$ cat src/rtl/ultrasonic_echo_responder.sv
// HC-SR04 target emulator: a qualified trig pulse yields an echo pulse of programmed width.
// Echo rises BURST_CYCLES+1 cycles after the synchronized trig fall; no backpressure, trig outside IDLE/TRIG_HI is ignored.
module ultrasonic_echo_responder #(
  parameter int MIN_TRIG_CYCLES = 500,
  parameter int BURST_CYCLES    = 10000,
  parameter int MAX_ECHO_CYCLES = 1900000,
  parameter int HOLDOFF_CYCLES  = 500000,
  parameter int WIDTH_W         = 22
) (
  input  logic               clk,
  input  logic               rst_n,
  input  logic               enable,
  input  logic               trig,
  input  logic [WIDTH_W-1:0] echo_width,
  output logic               echo,
  output logic               busy,
  output logic               short_trig_err,
  output logic [15:0]        pulse_count
);

  localparam int CNT_MAX_A = (MIN_TRIG_CYCLES > BURST_CYCLES) ? MIN_TRIG_CYCLES : BURST_CYCLES;
  localparam int CNT_MAX_B = (MAX_ECHO_CYCLES > HOLDOFF_CYCLES) ? MAX_ECHO_CYCLES : HOLDOFF_CYCLES;
  localparam int CNT_MAX   = (CNT_MAX_A > CNT_MAX_B) ? CNT_MAX_A : CNT_MAX_B;
  localparam int CNT_W     = $clog2(CNT_MAX + 1);

  localparam logic [CNT_W-1:0]   CNT_ONE    = CNT_W'(1);
  localparam logic [CNT_W-1:0]   MIN_C      = CNT_W'(MIN_TRIG_CYCLES);
  localparam logic [CNT_W-1:0]   BURST_LAST = CNT_W'(BURST_CYCLES - 1);
  localparam logic [CNT_W-1:0]   HOLD_LAST  = CNT_W'(HOLDOFF_CYCLES - 1);
  localparam logic [WIDTH_W-1:0] MAX_W      = WIDTH_W'(MAX_ECHO_CYCLES);
  localparam logic [WIDTH_W-1:0] W_ONE      = WIDTH_W'(1);

  typedef enum logic [2:0] {
    IDLE,
    TRIG_HI,
    BURST,
    ECHO,
    HOLDOFF
  } state_t;

  state_t             state, state_nx;
  logic [CNT_W-1:0]   cnt, cnt_nx;
  logic [CNT_W-1:0]   w_last, w_last_nx;
  logic               err_nx;
  logic               pc_inc;
  logic               trig_m, trig_s, trig_q;
  logic               trig_rise;
  logic [WIDTH_W-1:0] width_sel;

  always_ff @(posedge clk or negedge rst_n) begin
    if (!rst_n) begin
      trig_m <= 1'b0;
      trig_s <= 1'b0;
      trig_q <= 1'b0;
    end else begin
      trig_m <= trig;
      trig_s <= trig_m;
      trig_q <= trig_s;
    end
  end

  assign trig_rise = trig_s & ~trig_q;

  // Zero and out-of-range widths both fall back to the no-object echo.
  assign width_sel = ((echo_width == '0) || (echo_width > MAX_W)) ? MAX_W : echo_width;

  always_comb begin
    state_nx  = state;
    cnt_nx    = cnt;
    w_last_nx = w_last;
    err_nx    = 1'b0;
    pc_inc    = 1'b0;
    case (state)
      IDLE: begin
        if (trig_rise && enable) begin
          state_nx = TRIG_HI;
          cnt_nx   = CNT_ONE;
        end
      end
      TRIG_HI: begin
        if (trig_s) begin
          if (cnt < MIN_C) cnt_nx = cnt + CNT_ONE;
        end else if (cnt >= MIN_C) begin
          state_nx  = BURST;
          cnt_nx    = '0;
          w_last_nx = CNT_W'(width_sel - W_ONE);
        end else begin
          state_nx = IDLE;
          cnt_nx   = '0;
          err_nx   = 1'b1;
        end
      end
      BURST: begin
        if (cnt == BURST_LAST) begin
          state_nx = ECHO;
          cnt_nx   = '0;
        end else begin
          cnt_nx = cnt + CNT_ONE;
        end
      end
      ECHO: begin
        if (cnt == w_last) begin
          state_nx = HOLDOFF;
          cnt_nx   = '0;
          pc_inc   = 1'b1;
        end else begin
          cnt_nx = cnt + CNT_ONE;
        end
      end
      HOLDOFF: begin
        if (cnt == HOLD_LAST) begin
          state_nx = IDLE;
          cnt_nx   = '0;
        end else begin
          cnt_nx = cnt + CNT_ONE;
        end
      end
      default: begin
        state_nx = IDLE;
        cnt_nx   = '0;
      end
    endcase
  end

  // echo is registered from the next state so it is high exactly while the FSM sits in ECHO.
  always_ff @(posedge clk or negedge rst_n) begin
    if (!rst_n) begin
      state          <= IDLE;
      cnt            <= '0;
      w_last         <= '0;
      echo           <= 1'b0;
      short_trig_err <= 1'b0;
      pulse_count    <= 16'd0;
    end else begin
      state          <= state_nx;
      cnt            <= cnt_nx;
      w_last         <= w_last_nx;
      echo           <= (state_nx == ECHO);
      short_trig_err <= err_nx;
      if (pc_inc) pulse_count <= pulse_count + 16'd1;
    end
  end

  assign busy = (state != IDLE);

endmodule

$ cat config.mk
export PLATFORM = sky130hd
export DESIGN_NAME = ultrasonic_echo_responder
export DESIGN_NICKNAME = d
export VERILOG_FILES = /design/src/rtl/ultrasonic_echo_responder.sv
export SDC_FILE = /design/constraint.sdc
export NUM_CORES = 1
export LEC_CHECK = 0
export BUFFER_PORTS_ARGS = -buffer_cell sky130_fd_sc_hd__buf_2
export CAP_MARGIN = 20
export CORE_UTILIZATION = 45
export DETAILED_ROUTE_END_ITERATION = 10
export HOLD_SLACK_MARGIN = 0.05
export PLACE_DENSITY = 0.75
export SYNTH_ARGS = -nofsm -noshare
export SYNTH_HDL_FRONTEND = slang
export SYNTH_SLANG_ARGS = --single-unit
$ cat constraint.sdc
create_clock -name clk -period 3.4 [get_ports clk]
set_clock_uncertainty 0.05 [all_clocks]
set_input_delay 0.17 -clock clk [delete_from_list [all_inputs] [get_ports clk]]
set_output_delay 0.17 -clock clk [all_outputs]
set_load 0.01 [all_outputs]
# Word level (Yosys, flattened, before mapping)
# Index checks and enable logic that the tools add are counted.
[totals]
regBits = 66
latchBits = 0
word_cells = 55
out_inout_bits = 19
mem_bits_rw = 0
memories = 0
mem_bits_ro = 0
[classes]
div = 0
order_cmp = 3
multipliers = 0
bitwise_logic = 3
reduce_logical = 7
n_shift = 0
addsub = 3
mux = 20
n_eq_ne = 10
[op_table]
columns = ["operator", "n"]
rows = [
  ["$mux 21", 7],
  ["$pmux 21 s5", 1],
  ["$gt 22x21->1 const B", 1],
  ["$logic_not 22->1", 1],
  ["$add 21x1->21 const B", 1],
  ["$eq 21x14->1 const B", 1],
  ["$eq 21x19->1 const B", 1],
  ["$eq 21x21->1", 1],
  ["$ge 21x9->1 const B", 1],
  ["$lt 21x9->1 const B", 1],
  ["$sub 21x1->21 const B", 1],
  ["$add 16x1->16 const B", 1],
  ["$mux 3", 5],
  ["$pmux 3 s5", 1],
  ["$eq 3x2->1 const B", 3],
  ["$mux 1", 5],
  ["$eq 3x1->1 const B", 1],
  ["$eq 3x3->1 const B", 1],
  ["$logic_not 3->1", 1],
  ["$ne 3x3->1 const B", 1],
  ["$reduce_and 3->1", 1],
  ["$reduce_bool 3->1", 1],
  ["$mux 2", 1],
  ["$ne 2x2->1 const B", 1],
  ["other kinds (5)", 6],
]

# Logic depth before layout (Yosys ltp)
# Gate-level depths: netlist of run 1.
[depth]
depth_word = 6
depth_mapped = 9
mapped_depth_nobuf = 7

# Worst setup path before layout of run 1
# No wires, ideal clock.
[synth_path]
path_kind = "register to register"
from = "register cnt[6]"
to = "register cnt[10]"
slack_ps = 763
synth_period_minus_slack_ps = 2637
stages_incl_launch_ff = 9
required_time_ps = 3225
arrival_ps = 2462
setup_time_ps = 125
path_cell_list = "dfrtp_1 > clkbuf_1 > or4b_1 > or3_1 > nor4_1 > o21ai_1 > nor3_1 > buf_2 > nor3_1"
[synth_via]
elab_chain_len = 4
elab_cells_between_ends = 13
[synth_rtl]
columns = ["item", "line_no", "text"]
rows = [
  ["start, declared", "42", "logic [CNT_W-1:0] cnt, cnt_nx;"],
  ["start signal, assigned", "136", "cnt <= cnt_nx;"],
  ["$add 21x1->21", "n/a", ""],
  ["$mux 21", "82", "if (cnt < MIN_C) cnt_nx = cnt + CNT_ONE;"],
  ["$mux 21", "81", "if (trig_s) begin"],
  ["$pmux 21 s5", "73", "case (state)"],
]
# Parallel ways exist; a longest one is shown, timed or not. The select of a mux whose other input is x is not followed.
# A chain may end at the register's enable or synchronous reset.

# Worst setup path after layout of run 1
[layout_path]
from = "input port echo_width[0]"
to = "register w_last[16]"
[layout_via]
elab_chain_len = 4
elab_cells_between_ends = 5
[layout_rtl]
columns = ["item", "line_no", "text"]
rows = [
  ["start, declared", "14", "input logic [WIDTH_W-1:0] echo_width,"],
  ["$gt 22x21->1 / $logic_not 22->1 (equally long branches)", "65", "assign width_sel = ((echo_width == '0) || (echo_width > MAX_W)) ? MAX_W : echo_width;"],
  ["$logic_or 1x1->1", "65", ""],
  ["$mux 21 (*)", "65", ""],
  ["$sub 21x1->21 (*)", "86", "w_last_nx = CNT_W'(width_sel - W_ONE);"],
  ["end signal, assigned", "137", "w_last <= w_last_nx;"],
  ["end, declared", "43", "logic [CNT_W-1:0] w_last, w_last_nx;"],
]
# Every way passes the cells marked *; elsewhere a longest branch is shown, timed or not.

==> run metrics, run 1 <==
status finished, final reports clean; nets ~490; DIE HEIGHT just over 90 um; min cycle time layout 3160 ps; clk slew on worst S/H paths approximately 80 ps; Die X 93.0 um; Post-DP HPWL about 6300 um; Mapped Nets ~440; top-area cell type share of the netlist area 0.443; antenna cell count 0; most common cell in the netlist dfrtp_1; Fin. Hold Viols 0; Netlist cell types 53; unrepaired setup endpoints after global routing no; CP Max Fanout 19; internal power around 1.6 mW; largest net degree at the start of global routing 47; first-pass iteration count of the detailed router 5; Comb pwr share 0.324; CORE AREA around 7900 um2; clock power share 0.256; Seq cells post-synth 66; switching share of power 0.378; largest incremental delay on the critical path around 710 ps; Wirelength per Cell roughly 16 um; Max-cap violations 0; ratio of cells with drive above 1 in the final layout 0.167; Root Driver clkbuf_8; Yosys top cell by area dfrtp_1; post_cts resized 0; Slew headroom 0.468; Rows 32; CTS H-tree lvls 3; GRT Overall Usage 0.220; Reg-to-Reg End w_last[2]; main flop type after synthesis dfrtp_1; measured slew at the worst slew-check pin 791 ps; Worst Path Arrival 3340 ps; register share of total power 0.420; r2r setup slk between 400 and 500 ps; yosys warns 0; crit path cell chain dlygate4sd3_1, buf_2, or4_1, nor4_4, nand2_2, or3_4, o41a_1, a22o_1; Post-synth ARST share 1.00; hold_sp echo_width[2]; GP Congestion roughly 0.82; first-pass GRT wire length between 10000 and 15000 um; Synth-to-Final Area Change 15.0%; CTS Buf Count 9; Initial DRC Count approximately 200; Post-Syn Area about 3700 um2; clk sink count 66; CTS tree yes; FF-to-FF Start cnt[5]; CP Launch Type input pin; IO Port Bufs 44; CTS Buffer Depth 2; Reg area approximately 1700 um2; crit share post-route 0.928; synth top area cells dfrtp_1, xnor2_1, nor2_1; Ports 45; filler cell count approximately 700; # setup viols final 0; initial antenna violation count 0; CP endpoint kind register; area of the multi-input gates ~1900 um2; R2R depth 6; fmax 0.317 GHz; Routed Antenna Nets 0; Avg Inst Size Synth around 9.0 um2; master of the slowest instance on the critical path or4_1; Congestion Overflow GR 0; final WL just under 9000 um; pwr dens just over 600 nW/um2; CP Class in -> reg; die area around 8700 um2; Hold Crit Class in -> reg; setup_tns 0 ps; Mapped Cells about 410; Crit path required time 3590 ps; number of global-route vias before repair ~3.1k; Net Switching ~0.99 mW; WHS 67.4 ps; vias ~3.4k; routed vias/inst ~6; Post-synth top cells dfrtp_1, nor2_1, xnor2_1, nor3_1; Initial Util 0.473; DRC viols 0; Hold Crit Endpoint w_last[2]; Worst VDD drop ~0.00025 V; Post-synth EDFFs 0; Slew Limit Fails 0; Leakage about 1.8 nW; hold depth 3; post-synthesis sequential area ratio 0.443; worst skew pair latency 340 ps
-- through the flow --
step / cells / total power, mW / setup slack [ps] / utilization / instance area [um2]
CTS: 563 / 2.61 / 251 / 0.541 / 4270
floorplan: 413 / 1.67 / 763 / - / 3730
detailed placement: 543 / 1.94 / 438 / 0.511 / 4030
finish: 564 / 2.62 / 245 / 0.544 / 4290
global placement: 543 / 1.91 / 503 / 0.511 / 4030
global route: 564 / 2.77 / 87.4 / 0.544 / 4290
-- worst max-delay path by stage --
stage / from / endpoint / slack [ps]
floorplan: cnt[6] / cnt[10] / 760
global placement: echo_width[0] / w_last[5] / 500
detailed placement: echo_width[0] / w_last[16] / 440
CTS: echo_width[0] / w_last[16] / 250
global route: echo_width[0] / w_last[16] / 90
finish: echo_width[0] / w_last[16] / 240
-- sequential cells by signal, summed over array words and instances (netlist names) --
name	count
cnt	21
echo	1
pulse_count	16
short_trig_err	1
state	3
trig_m	1
trig_q	1
trig_s	1
w_last	21
-- critical path: cells and delay by family --
kind	cells	cell delay, ps
buffers and inverters	2	680
AND/OR/NAND/NOR	4	1630
AO/OA/AOI/OAI	2	860
-- cell usage in the layout, fill, tap and decap left out, types with 3 or more instances in the layout --
cell / n
nor4_1: 12
buf_4: 7
inv_1: 9
nor2b_1: 3
o21bai_1: 3
a31oi_1: 5
xor2_1: 20
nor3_1: 25
a21oi_1: 18
o2111ai_1: 3
or3_1: 7
nand2_1: 20
o21ai_0: 24
dlygate4sd3_1: 4
o221ai_1: 6
xnor2_1: 28
and2_1: 3
a22o_1: 4
ha_1: 3
nand4_1: 17
dfrtp_1: 66
clkbuf_8: 9
and3_1: 10
nor2_1: 49
buf_2: 44
nand3_1: 24
-- power groups by stage --
| stage | Clock (mW) | Combinational [mW] | Sequential [mW] |
|---|---|---|---|
| floorplan | 0 | 0.604 | 1.06 |
| global placement | 0 | 0.802 | 1.11 |
| detailed placement | 0 | 0.825 | 1.11 |
| CTS | 0.679 | 0.832 | 1.10 |
| global route | 0.715 | 0.939 | 1.12 |
| finish | 0.670 | 0.847 | 1.10 |
-- layout make-up --
| type | count | area share |
|---|---|---|
| inverter | 9 | 0.00787 |
| clock buffer | 9 | 0.0289 |
| clock inverter | 7 | 0.0181 |
| tap | 102 | 0.0297 |
| sequential | 66 | 0.385 |
| multi-input combinational | 315 | 0.453 |
| timing repair buffer | 56 | 0.0776 |
-- logic make-up after synthesis --
family / synth area share
buffers and inverters: 0.0376
multiplexers: 0.00302
XOR/XNOR: 0.113
AO/OA/AOI/OAI: 0.129
adder cells (fa/ha/maj): 0.0101
flip-flops: 0.443
AND/OR/NAND/NOR: 0.264
-- metal layers --
| metal | GRT usage | wire length [um] |
|---|---|---|
| met1 | 0.319 | 4130 |
| met2 | 0.325 | 4040 |
| met3 | 0.0309 | 425 |
| met4 | 0.0987 | 191 |
| met5 | 0 | 0 |
-- timing repair --
| item | CTS | global route |
|---|---|---|
| hold buffers | 4 | 0 |
| endpoints found under the hold margin | 48 | 0 |
| buffers inserted | 0 | 0 |
Note: power is estimated with default switching activity, not from simulation.
==> run 2, diff against run 1 <==
Settings changed: CORE_ASPECT_RATIO from default to 0.7.
==> run 2 against run 1 <==
  * Die area hardly changed
  * Via count down 0.24%
  * Count of clock-buffer cells in the layout up 5
  * Cell count shrank 0.35%
  * Setup slack worse by 84 ps
  * Sequential cell count did not move
  * Register-to-register slack about the same
  * Clock power rose by 38%
  * Fmax decreased by 2.6%
  * Global-route usage grew 0.69 points
==> run metrics, run 2 (synthesized netlist as in run 1, its figures left out) <==
status finished, final reports clean; Crit path required time between 3000 and 4000 ps; CORE AREA 7940 um2; Fin. Hold Viols 0; final WL 9310 um; ratio of cells with drive above 1 in the final layout 0.161; DIE HEIGHT 78.2 um; Worst Path Arrival 3400 ps; Slew headroom 0.492; # setup viols final 0; R2R depth 6; Root Driver clkbuf_16; min cycle time layout around 3200 ps; register share of total power 0.386; Net Switching 0.993 mW; number of global-route vias before repair 3169; initial antenna violation count 0; Post-Place Worst Slack just over 400 ps; Die X 111 um; clock power share 0.321; Hold Crit Endpoint w_last[3]; CTS Buf Count 9; nets around 490; Congestion Overflow GR 0; Slew Limit Fails 0; die area approximately 8700 um2; Worst Setup SP echo_width[0]; Post-DP HPWL 6670 um; filler cell count between 600 and 700; clk sink count 66; Synth-to-Final Area Change 17.0%; first-pass iteration count of the detailed router 5; CP Class in -> reg; commonest non-fill, non-tap cell in the layout dfrtp_1; GP Congestion between 0.8 and 0.9; largest net degree at the start of global routing between 50 and 60; r2r setup slk 470 ps; antenna cell count 0; hold depth 3; WHS between 60 and 70 ps; vias 3352; worst skew pair latency about 330 ps; Max-cap violations 0; setup_tns 0 ps; CTS H-tree lvls 3; Rows 27; Leakage approximately 1.9 nW; FF-to-FF Start cnt[5]; CTS tree yes; GRT Overall Usage 0.226; Reg-to-Reg End w_last[2]; CP endpoint kind register; Post-Route Utilization 0.550; first-pass GRT wire length between 15000 and 20000 um; measured slew at the worst slew-check pin between 700 and 800 ps; fmax about 0.3 GHz; CP Launch Type input pin; routed vias/inst 5.96; IO Port Bufs 44; hold_sp echo_width[3]; Routed Antenna Nets 0; clk slew on worst S/H paths about 50 ps; pwr dens roughly 660 nW/um2; worst setup margin between 150 and 200 ps; Initial DRC Count 277; Ports 45; Hold Crit Class in -> reg; CTS Buffer Depth 2; unrepaired setup endpoints after global routing no; internal power around 1.9 mW; Regs by FF count cnt (21), w_last (21), pulse_count (16); switching share of power 0.344; CP Max Fanout 19; DRC viols 0; leading cell types in the layout, fill and taps excluded dfrtp_1, nor2_1, buf_2; post_cts resized 0; Comb pwr share 0.293; Worst VDD drop ~0.00063 V; crit share post-route 0.953; Wirelength per Cell about 17 um; Initial Util 0.470
-- run 2: changes by cell type in the layout (fill, tap and decap cells not counted) --
cell,previous run,this run
clkinvlp_4,1,0
clkbuf_16,0,9
dlygate4sd3_1,4,3
clkbuf_1,0,3
buf_12,1,0
clkinv_4,2,0
inv_6,2,0
clkbuf_8,9,2
buf_4,7,8
-- run 2: power groups by stage --
| stage | logic [mW] | registers [mW] | clock network, mW |
|---|---|---|---|
| finish | 0.844 | 1.11 | 0.926 |
| global route | 0.942 | 1.13 | 0.973 |
| CTS | 0.834 | 1.11 | 0.942 |
| detailed placement | 0.826 | 1.12 | 0 |
| global placement | 0.794 | 1.11 | 0 |
| floorplan | 0.604 | 1.06 | 0 |
-- run 2: repair_timing --
action / in CTS / in global routing
hold endpoints to repair: 17 / 0
buffers inserted: 0 / 0
hold buffers: 3 / 0
-- run 2: final cells by class --
type | count | area, um2 | area share
multi-input cells | 315 | 1940 | 0.445
flip-flops and latches | 66 | 1650 | 0.378
inverters | 9 | 33.8 | 0.00774
clock buffers | 14 | 264 | 0.0605
repair buffers | 55 | 310 | 0.0711
clock inverters | 2 | 35.0 | 0.00803
well taps | 101 | 126 | 0.0290
-- run 2: worst max path at each step --
stage,depth (start not counted),slack [ps],end
after global placement,7,460,w_last[5]
after floorplan,8,760,cnt[10]
after global routing,8,40,w_last[17]
after CTS,8,180,w_last[17]
after detailed placement,7,410,w_last[17]
final,8,160,w_last[17]
-- run 2: critical path: stages --
cell and delay (ps):
dlygate4sd3_1 540, buf_2 160, or4_1 700, nor4_4 390, nand2_2 150, or3_4 380, o41a_1 610, a22o_1 300
-- run 2: metrics by stage --
step / std cells / area [um2] / power, mW
2_1_floorplan: 413 / 3730 / 1.67
3_3_place_gp: 543 / 4040 / 1.91
3_5_place_dp: 543 / 4040 / 1.95
4_1_cts: 562 / 4360 / 2.89
5_1_grt: 562 / 4360 / 3.05
6_report: 562 / 4360 / 2.88
-- run 2: metal layers --
| metal | share of wire | track usage | vias up |
|---|---|---|---|
| li1 | - | - | 1580 |
| met1 | 0.47 | 0.320 | 1587 |
| met2 | 0.43 | 0.337 | 170 |
| met3 | 0.085 | 0.0649 | 15 |
| met4 | 0.014 | 0.0680 | 0 |
| met5 | 0 | 0 | - |
==> run 3, diff against run 2 <==
Settings changed: CELL_PAD_IN_SITES_DETAIL_PLACEMENT from default to 1, CELL_PAD_IN_SITES_GLOBAL_PLACEMENT from default to 1, PLACE_DENSITY 0.75 to 0.92.
==> run 3 against run 2 <==
  * Combinational power rose by 8.4%
  * Total power rose by 11%
  * Design area grew 1.8%
  * Wire length grew 28%
  * Non-clock buffer count up 1
  * Highest routed layer unchanged
  * Global-route usage increased by 6.8 points
  * Count of clock-buffer cells in the layout shrank 3
  * Worst hold slack gained 29 ps
  * Die area did not move
==> run metrics, run 3 (synthesized netlist as in run 1, its figures left out) <==
DIE HEIGHT between 70 and 80 um; CP endpoint kind register; measured slew at the worst slew-check pin roughly 840 ps; leading cell types in the layout, fill and taps excluded dfrtp_1, nor2_1, buf_2; worst skew pair latency about 340 ps; routed vias/inst between 6 and 7; number of global-route vias before repair 3683; Wirelength per Cell around 21 um; nets approximately 500; vias approximately 3.5k; status finished, final reports clean; DRC viols 0; Routed Antenna Nets 0; switching share of power 0.345; Root Driver clkbuf_16; Synth-to-Final Area Change 19.1%; first-pass iteration count of the detailed router 4; filler cell count ~920; largest net degree at the start of global routing 37; CP Class in -> reg; Congestion Overflow GR 0; IO Port Bufs 44; GRT Overall Usage 0.295; antenna cell count 0; CORE AREA approximately 7900 um2; setup_tns 0 ps; clk sink count 66; Rows 27; initial antenna violation count 0; Max-cap violations 0; Initial Util 0.470; Regs by FF count cnt (21), w_last (21), pulse_count (16); CP Launch Type input pin; master of the slowest instance on the critical path or4_1; Post-Route Utilization 0.559; CTS tree yes; crit path cell chain dlygate4sd3_1, buf_2, or4_1, nor4_4, nand2_2, or3_4, o41a_2, a22o_1; pwr dens ~700 nW/um2; internal power around 2.1 mW; commonest non-fill, non-tap cell in the layout dfrtp_1; Initial DRC Count approximately 260; final WL 11900 um; GP Congestion approximately 0.83; largest incremental delay on the critical path a little over 700 ps; Ports 45; Worst VDD drop 0.000540 V; CTS Buffer Depth 2; Power, Total roughly 3.2 mW; CP Max Fanout 19; Crit path required time 3570 ps; Fin. Hold Viols 0; Slew Limit Fails 0; Hold Crit Class in -> reg; Post-DP HPWL 8270 um; CTS H-tree lvls 3; register share of total power 0.355; Slew headroom 0.440; r2r setup slk 490 ps; Leakage between 1.5 and 2 nW; CTS Buf Count 9; ratio of cells with drive above 1 in the final layout 0.169; min cycle time layout roughly 3200 ps; Reg area approximately 1700 um2; Net Switching about 1.1 mW; crit share post-route 0.940; # setup viols final 0; area of the multi-input gates slightly below 2000 um2; unrepaired setup endpoints after global routing no; die area around 8700 um2; Worst Path Arrival about 3400 ps; fmax 0.313 GHz; Die X between 100 and 150 um; clock power share 0.359; first-pass GRT wire length 19600 um; Comb pwr share 0.286; clk slew on worst S/H paths roughly 50 ps
-- run 3: metal layers --
metal / global-route usage / wire length [um] / vias to the layer above
met5: 0 / 0 / -
met4: 0.119 / 363 / 0
met3: 0.0641 / 635 / 38
met2: 0.481 / 5630 / 139
met1: 0.384 / 5290 / 1738
li1: - / - / 1576
-- run 3: repair_timing --
item                                    CTS  global route
buffers inserted                          0             0
endpoints found under the setup margin    0             2
endpoints found under the hold margin    37             0
gates resized for setup                   0             1
hold buffers                              3             0
-- run 3: layout make-up --
type,count,share of cell area
multi-input cells,315,0.438
flip-flops and latches,66,0.372
repair buffers,56,0.0715
clock buffers,11,0.0546
well taps,101,0.0285
clock inverters,5,0.0282
inverters,9,0.00761
-- run 3: stage by stage --
stage	instance area, um2	hold slack [ps]	worst slack (ps)	cells
2_1_floorplan	3730	-176	763	413
3_3_place_gp	4040	232	469	544
3_5_place_dp	4040	243	357	544
4_1_cts	4440	82.9	120	563
5_1_grt	4440	94.0	91.3	563
6_report	4440	90.8	204	563
-- run 3: power by group through the flow --
stage / Combinational [mW] / Clock (mW) / Sequential (mW)
6_report: 0.915 / 1.15 / 1.13
5_1_grt: 1.00 / 1.20 / 1.15
4_1_cts: 0.908 / 1.16 / 1.13
3_5_place_dp: 0.872 / 0 / 1.13
3_3_place_gp: 0.796 / 0 / 1.12
2_1_floorplan: 0.604 / 0 / 1.06
-- run 3: final timing paths --
kind | startpoint | endpoint | depth (start not counted)
max in group asynchronous | rst_n | w_last[10] | 3
setup / recovery | echo_width[0] | w_last[5] | 8
min in group asynchronous | rst_n | cnt[2] | 2
hold reg to reg | trig_m | trig_s | 0
hold / removal | echo_width[3] | w_last[3] | 3
setup reg to reg | cnt[6] | cnt[18] | 7
-- run 3: worst max-delay path: cells and delay by family --
kind                   cells  cell delay, ps
AND/OR/NAND/NOR            4            1670
AO/OA/AOI/OAI              2             820
buffers and inverters      2             710
